`src/rtl/fetch_stage.sv`:
```
// Instruction-fetch stage: owns the PC, drives the instruction memory address,
// and registers the returned word with its PC+4 into the IF/ID pipeline register.
// Handles stall, branch/jump redirect with squash, misaligned-target flagging
// and a count of valid instructions delivered to ID.
module fetch_stage #(
    parameter logic [31:0] RESET_PC   = 32'h0000_0000,
    parameter int unsigned IMEM_WORDS = 1024,
    parameter logic [31:0] NOP        = 32'h0000_0000
) (
    input  logic        clk,
    input  logic        reset,
    input  logic        stall,
    input  logic        branch_taken,
    input  logic [31:0] branch_target,
    input  logic        jump,
    input  logic [31:0] jump_target,
    output logic [31:0] imem_addr,
    input  logic [31:0] imem_data,
    output logic [31:0] if_id_instr,
    output logic [31:0] if_id_pc4,
    output logic        if_id_valid,
    output logic        pc_oob,
    output logic        misalign_err,
    output logic [31:0] fetch_count
);

    // One past the last valid byte address; 33 bits so 4*IMEM_WORDS cannot overflow.
    localparam logic [32:0] OobLimit = 33'(IMEM_WORDS) << 2;

    logic [31:0] pc_q, pc_d;
    logic [31:0] instr_q, instr_d;
    logic [31:0] pc4_q, pc4_d;
    logic        valid_q, valid_d;
    logic        misalign_q, misalign_d;
    logic [31:0] count_q, count_d;

    logic        redirect;
    logic [31:0] target;
    logic [31:0] pc_plus4;

    assign redirect = branch_taken | jump;
    // Branch is the older instruction, so its target wins over a jump.
    assign target   = branch_taken ? branch_target : jump_target;
    assign pc_plus4 = pc_q + 32'd4;

    // Next-state selection: redirect > stall > normal sequential fetch.
    always_comb begin
        pc_d       = pc_q;
        instr_d    = instr_q;
        pc4_d      = pc4_q;
        valid_d    = valid_q;
        misalign_d = misalign_q;
        count_d    = count_q;
        if (redirect) begin
            pc_d    = {target[31:2], 2'b00};
            instr_d = NOP;
            pc4_d   = 32'd0;
            valid_d = 1'b0;
            if (target[1:0] != 2'b00) begin
                misalign_d = 1'b1;
            end
        end else if (!stall) begin
            pc_d    = pc_plus4;
            instr_d = imem_data;
            pc4_d   = pc_plus4;
            valid_d = 1'b1;
            count_d = count_q + 32'd1;
        end
    end

    // State registers with asynchronous active-high clear.
    always_ff @(posedge clk or posedge reset) begin
        if (reset) begin
            pc_q       <= RESET_PC;
            instr_q    <= NOP;
            pc4_q      <= 32'd0;
            valid_q    <= 1'b0;
            misalign_q <= 1'b0;
            count_q    <= 32'd0;
        end else begin
            pc_q       <= pc_d;
            instr_q    <= instr_d;
            pc4_q      <= pc4_d;
            valid_q    <= valid_d;
            misalign_q <= misalign_d;
            count_q    <= count_d;
        end
    end

    assign imem_addr    = pc_q;
    assign pc_oob       = ({1'b0, pc_q} >= OobLimit);
    assign if_id_instr  = instr_q;
    assign if_id_pc4    = pc4_q;
    assign if_id_valid  = valid_q;
    assign misalign_err = misalign_q;
    assign fetch_count  = count_q;

endmodule

```
`config.mk`:
```
export PLATFORM = sky130hd
export DESIGN_NAME = fetch_stage
export DESIGN_NICKNAME = d
export VERILOG_FILES = /design/src/rtl/fetch_stage.sv
export SDC_FILE = /design/constraint.sdc
export NUM_CORES = 1
export LEC_CHECK = 0
export CAP_MARGIN = 10
export CORE_MARGIN = 2
export CORE_UTILIZATION = 41
export DETAILED_ROUTE_END_ITERATION = 10
export PLACE_DENSITY = 0.87
export SETUP_SLACK_MARGIN = 0.3
export SYNTH_ARGS = -nofsm -noshare
export SYNTH_HDL_FRONTEND = slang
export SYNTH_SLANG_ARGS = --single-unit
```
`constraint.sdc`:
```
create_clock -name clk -period 4.7 [get_ports clk]
set_clock_uncertainty 0.15 [all_clocks]
set_input_delay 1.175 -clock clk [delete_from_list [all_inputs] [get_ports clk]]
set_output_delay 1.175 -clock clk [all_outputs]
set_load 0.005 [all_outputs]
```
==> metrics, run 1 <==
clock transition at the registers of the reported paths=around 0.06 ns; Slew Limit Fails=0; area of the multi-input gates=0.003085 mm^2; CP Data Required Time=approximately 3.4 ns; htree depth=4; detailed placer's ending HPWL=14090 um; number of global-route vias before repair=5985; WS Path Type=flop to output pin; die width=130.0 um; Seq cells post-synth=126; Top Family by Delay on Critical Path=simple AND/OR/NAND/NOR gates; Tot GR Track Use=0.2394; drt wl/cell=18.04 um; worst skew pair latency=around 0.42 ns; initial antenna violation count=1; GP Congestion=~0.85; # port buffers=roughly 230; critical path's largest stage delay=0.48 ns; CTS root buffer=clkbuf_16; Ys Warns=0; Num CTS Buffers=17; Vias/cell=5.409; leakage=0.003938 uW; endpoints failing hold=0; CTS tree=done; most frequent cells after synthesis=dfrtp_1 (126), nor2_1 (69), a21oi_1 (54); Netlist cell types=56; Starting Density=0.4142; number of flops mapped to enable cells by yosys=0; sequential cell area=0.003153 mm^2; Seq/Total Area, Yosys=0.4845; Crit. End Element=output pin; status=finished clean; placed cell count=1067; minimum clock period after layout=between 3 and 4 ns; power per cell area=316.9 mW/mm^2; Max Freq=287.0 MHz; Layout fillers=1298; largest buffer count on any clock path=2; met2 wire len=9555 um; IO Pins=roughly 230; Synth Flop Type=dfrtp_1; average cell area after synthesis=just under 10 um^2; CP arrival=2.16 ns; HP Class=flop to flop; Slew @ Worst Pin=about 1.1 ns; Post-route DRC=0; Gate Count Post-Synth=665; synth top area cells=dfrtp_1 (48%), xnor2_1 (7.0%), mux2i_1 (5.2%); CP Cell Sequence=nor4_1, and3_1, nand3_1, clkdlybuf4s50_1; total congestion overflow=0; DRT antenna net count=0; largest net degree at the start of global routing=54; fin nets=between 900 and 1000; Setup TNS=0 ns; Sink Count=126; Die Area=0.01690 mm^2; area of the mapped netlist=0.006507 mm^2; asr flop ratio synth=1.000; RSZ-0062 raised after global routing=no; met3 routed WL=1776 um; max_slew headroom=0.2919; M1 wire length=8070 um; Die Ht=approximately 130 um; drt pass-1 iters=5; P&R area growth vs syn=45.57%; DRT iter0 DRCs=437; DR top layer=met4; DR vias=5944; final setup fails=0; post_cts resized=0; Antenna diodes=0; period utilization=0.7415; Core Rows=46; Slowest-stage cell, CP=dfrtp_1; Synth area leader=dfrtp_1; CORE AREA=0.01571 mm^2; setup bufs post-CTS=0; layout cells sized above 1=0.07361; WP buf/inv=1; first-pass GRT wire length=31010 um; CP startpoint kind=flop; top cell type's share of synthesized area=0.4845; Worst VDD drop=0.0002179 V; critical path fanouts, max=8; drt total wl=approximately 20000 um; top-count cell post-synth=dfrtp_1; Final Non-Filler Cells=1099; hold_buf cts=0; Max-Cap Viols=0
cell families (layout without fill, tap and decap cells):
| logic type | count (synthesis) | in the layout | synth area share |
|---|---|---|---|
| flip-flops | 126 | 126 | 0.4845 |
| AO/OA/AOI/OAI | 146 | 146 | 0.1348 |
| adder cells (fa/ha/maj) | 3 | 3 | 0.005769 |
| buffers and inverters | 66 | 281 | 0.04345 |
| multiplexers | 34 | 34 | 0.05230 |
| XOR/XNOR | 69 | 69 | 0.09287 |
| AND/OR/NAND/NOR | 220 | 220 | 0.1857 |
| other | 1 | 4 | 0.0005763 |
worst register-to-register path, delay by kind of cell, from the launching register on:
family	cells	cell delay, ns
adder cells (fa/ha/maj)	1	0.34
flip-flops	1	0.50
AND/OR/NAND/NOR	3	1.44
AO/OA/AOI/OAI	1	0.38
routing by layer:
layer / up-vias / track usage
li1: 2748 / -
met1: 2888 / 0.2937
met2: 272 / 0.3881
met3: 36 / 0.08077
met4: 0 / 0.09994
met5: - / 0
sequential cells by signal (all words and copies together), names as in the netlist:
| register | cells |
|---|---|
| if_id_valid | 1 |
| fetch_count | 32 |
| misalign_err | 1 |
| imem_addr | 30 |
| if_id_pc4 | 30 |
| if_id_instr | 32 |
final timing paths:
path / from / endpoint / slack [ns] / cells after the start
max: imem_addr[14]$_DFFE_PP0N_ / pc_oob / 1.22 / 4
min reg2reg: fetch_count[31]$_DFFE_PP0P_ / fetch_count[31]$_DFFE_PP0P_ / 0.33 / 1
max in group asynchronous: reset / if_id_instr[27]$_DFFE_PP0N_ / 2.46 / 3
min in group asynchronous: reset / if_id_instr[17]$_DFFE_PP0N_ / 1.18 / 2
min: fetch_count[31]$_DFFE_PP0P_ / fetch_count[31]$_DFFE_PP0P_ / 0.33 / 1
max reg2reg: imem_addr[2]$_DFFE_PP0N_ / imem_addr[28]$_DFFE_PP0N_ / 1.80 / 5
layout make-up:
| type | instances | area share |
|---|---|---|
| clock buffer | 20 | 0.04927 |
| clock inverter | 12 | 0.009246 |
| inverter | 13 | 0.005547 |
| multi-input combinational | 476 | 0.3257 |
| sequential | 126 | 0.3328 |
| tap | 216 | 0.02853 |
| timing repair buffer | 236 | 0.2488 |
where the power goes:
group	internal [uW]	total, uW	switching (uW)
Sequential	1150	1260	107
Combinational	293	506	213
Clock	716	1240	521
cell usage in the layout, fill, tap and decap left out, types with 21 or more instances in the layout:
cell	n
nand2_1	53
clkdlybuf4s50_1	225
nor2_1	68
nand3_1	21
dfrtp_1	126
mux2i_1	34
o21ai_0	38
a21oi_1	54
xnor2_1	52
through the flow:
step | setup WS [ns] | util | instance area [um^2] | hold slack [ns] | total power, uW
final | 1.215 | 0.6029 | 9473 | 0.3290 | 3002
after global routing | 1.139 | 0.6029 | 9473 | 0.3559 | 3124
after CTS | 1.232 | 0.6029 | 9473 | 0.3337 | 3026
after detailed placement | 1.154 | 0.5676 | 8919 | 0.3256 | 1783
after global placement | 1.189 | 0.5676 | 8919 | 0.3149 | 1771
after floorplan | 1.683 | - | 6523 | 0.3182 | 1483
No activity file was read; power rests on OpenSTA's default activity.
==> run 2: changes to the inputs <==
==> constraint.sdc (replaced) <==
create_clock -name clk -period 3.2 [get_ports clk]
set_clock_uncertainty 0.15 [all_clocks]
set_input_delay 0.8 -clock clk [delete_from_list [all_inputs] [get_ports clk]]
set_output_delay 0.8 -clock clk [all_outputs]
set_load 0.005 [all_outputs]
==> run 2 against run 1 <==
Against the previous run: cell count increased by 1.4%; hold slack got worse by 0.0042 ns; sequential share of layout area decreased by 0.92 points; utilization increased by 1.9 points; design area increased by 3.2%; count of clock-buffer cells in the layout decreased by 2; power increased by 67%; clock power increased by 93%; critical path type is now flop to flop; largest cell class unchanged.
==> metrics, run 2 (synthesis gave the netlist of run 1 again) <==
Slew Limit Fails=0 (unchanged); critical path's largest stage delay=0.64 ns (+0.16 ns); status=finished clean; Sink Count=126 (unchanged); Core Rows=46 (unchanged); initial antenna violation count=1 (unchanged); CP startpoint kind=flop; number of global-route vias before repair=6273 (+4.8%); WP buf/inv=0 (-1); leakage=0.004096 uW (+4.0%); Int Pwr=3777 uW (+75%); CP arrival=2.76 ns (+0.60 ns); max_slew headroom=0.5426 (+0.2507); Top Family by Delay on Critical Path=simple AND/OR/NAND/NOR gates; Worst VDD drop=0.0003330 V (+53%); critical path fanouts, max=6 (-2); hold_buf cts=0 (unchanged); drt total wl=20720 um (+4.5%); RSZ-0062 raised after global routing=no; layout cells sized above 1=0.09922 (+0.02561); CORE AREA=0.01571 mm^2 (unchanged); # port buffers=227 (unchanged); first-pass GRT wire length=32320 um (+4.2%); CP Data Required Time=3.32 ns (-0.06 ns); Slowest-stage cell, CP=or4_4; Net Sw Power=1238 uW (+47%); commonest non-fill, non-tap cell in the layout=clkdlybuf4s50_1; total congestion overflow=0 (unchanged); Die Area=0.01690 mm^2 (unchanged); worst skew pair latency=0.42 ns (about the same); post-route cell area=0.009774 mm^2 (+3.2%); final setup fails=0 (unchanged); P&R area growth vs syn=50.20%; drt wl/cell=18.60 um (+3.1%); largest buffer count on any clock path=2 (unchanged); largest net degree at the start of global routing=76 (+41%); Setup TNS=0 ns (unchanged); Starting Density=0.4142 (unchanged); HP Class=flop to flop; die width=130.0 um (unchanged); GP Congestion=0.8973 (+6.0%); CTS root buffer=clkbuf_16; combinational share of power=0.154 (-0.015); fin nets=988 (+1.4%); DRT antenna net count=0 (unchanged); Slew @ Worst Pin=0.6862 ns (-0.3760 ns); share of power burned in registers=0.369 (-0.050); DR vias=6071 (+2.1%); CTS tree=done; Post-route DRC=0 (unchanged); period utilization=0.8239; endpoints failing hold=0 (unchanged); commonest non-fill, non-tap cells in the layout=clkdlybuf4s50_1 (224), dfrtp_1 (118), nor2_1 (68), a21oi_1 (54), nand2_1 (53); Max-Cap Viols=0 (unchanged); htree depth=4 (unchanged); drt pass-1 iters=5 (unchanged); Crit. End Element=flop; Num CTS Buffers=17 (unchanged); Vias/cell=5.450 (+0.76%); Tot GR Track Use=0.2478 (+0.008405); IO Pins=232 (unchanged); power per cell area=513.1 mW/mm^2 (+62%); clock transition at the registers of the reported paths=0.06 ns (about the same); CP Cell Sequence=ha_1, nand4_1, or4_4, nor4_2, xnor2_1, o221ai_1; detailed placer's ending HPWL=14500 um (+2.9%); Die Ht=130.0 um (unchanged); Max Freq=379.3 MHz; minimum clock period after layout=2.637 ns; Clk pwr share=0.477 (+0.065); DRT iter0 DRCs=338 (-23%); Sw Share=0.2468 (-0.03363); WS Path Type=flop to flop; Area after DPL=0.008996 mm^2 (+0.87%)
## run 2: cell count changes in the layout (fill, tap and decap cells not counted), sizes merged
cell           before  now
buf                11   25
bufinv              0    8
clkinvlp            9    2
clkinv              3    6
clkbuf             20   18
inv                13   11
clkdlybuf4s50     225  224
diode               0    1
dlymetal6s2s        0    1
## run 2: metrics by stage
| step | hold slack [ns] | util | std cells | setup slack [ns] | total power [uW] |
|---|---|---|---|---|---|
| 2_1_floorplan | 0.3182 | - | 668 | 0.5578 | 2178 |
| 3_3_place_gp | 0.3136 | 0.5725 | 1079 | 0.2981 | 2613 |
| 3_5_place_dp | 0.3170 | 0.5725 | 1079 | 0.2331 | 2632 |
| 4_1_cts | 0.3249 | 0.6210 | 1113 | 0.3013 | 5039 |
| 5_1_grt | 0.3286 | 0.6219 | 1113 | 0.4576 | 5206 |
| 6_report | 0.3248 | 0.6221 | 1114 | 0.5635 | 5015 |
## run 2: cell type report
type                    count  area [um^2]
diodes                      1        2.502
fillers                  1259         5938
inverters                  13        52.55
repair buffers            250         2452
flip-flops and latches    126         3163
multi-input cells         476         3107
well taps                 216        270.3
clock inverters            14        287.8
clock buffers              18        439.2
## run 2: timing repair
action | 4_1_cts | 5_1_grt
pin swaps | 0 | 2
setup buffers | 2 | 0
setup endpoints to repair | 1 | 1
gates resized for setup | 6 | 6
## run 2: power by group through the flow
| stage | Combinational [uW] | Sequential, uW | Clock [uW] |
|---|---|---|---|
| 5_1_grt | 842 | 1870 | 2500 |
| 4_1_cts | 780 | 1850 | 2410 |
| 3_3_place_gp | 744 | 1870 | 0 |
| 2_1_floorplan | 360 | 1820 | 0 |
| 3_5_place_dp | 758 | 1870 | 0 |
| 6_report | 775 | 1850 | 2390 |
## run 2: path summary, 6_finish.rpt
kind | slack (ns) | cells after the start | end | from
min reg2reg | 0.32 | 1 | fetch_count[31]$_DFFE_PP0P_ | fetch_count[31]$_DFFE_PP0P_
max in group asynchronous | 1.56 | 3 | imem_addr[12]$_DFFE_PP0N_ | reset
max | 0.56 | 6 | imem_addr[30]$_DFFE_PP0N_ | imem_addr[3]$_DFFE_PP0N_
min in group asynchronous | 0.67 | 3 | if_id_instr[14]$_DFFE_PP0N_ | reset
max reg2reg | 0.56 | 6 | imem_addr[30]$_DFFE_PP0N_ | imem_addr[3]$_DFFE_PP0N_
min | 0.32 | 1 | fetch_count[31]$_DFFE_PP0P_ | fetch_count[31]$_DFFE_PP0P_
## run 2: metal layers
metal | track usage | vias to the layer above | routed length (um)
met3 | 0.08733 | 46 | 1967
met5 | 0 | - | 0
li1 | - | 2774 | -
met2 | 0.4062 | 331 | 10070
met1 | 0.3010 | 2920 | 8098
met4 | 0.09551 | 0 | 584
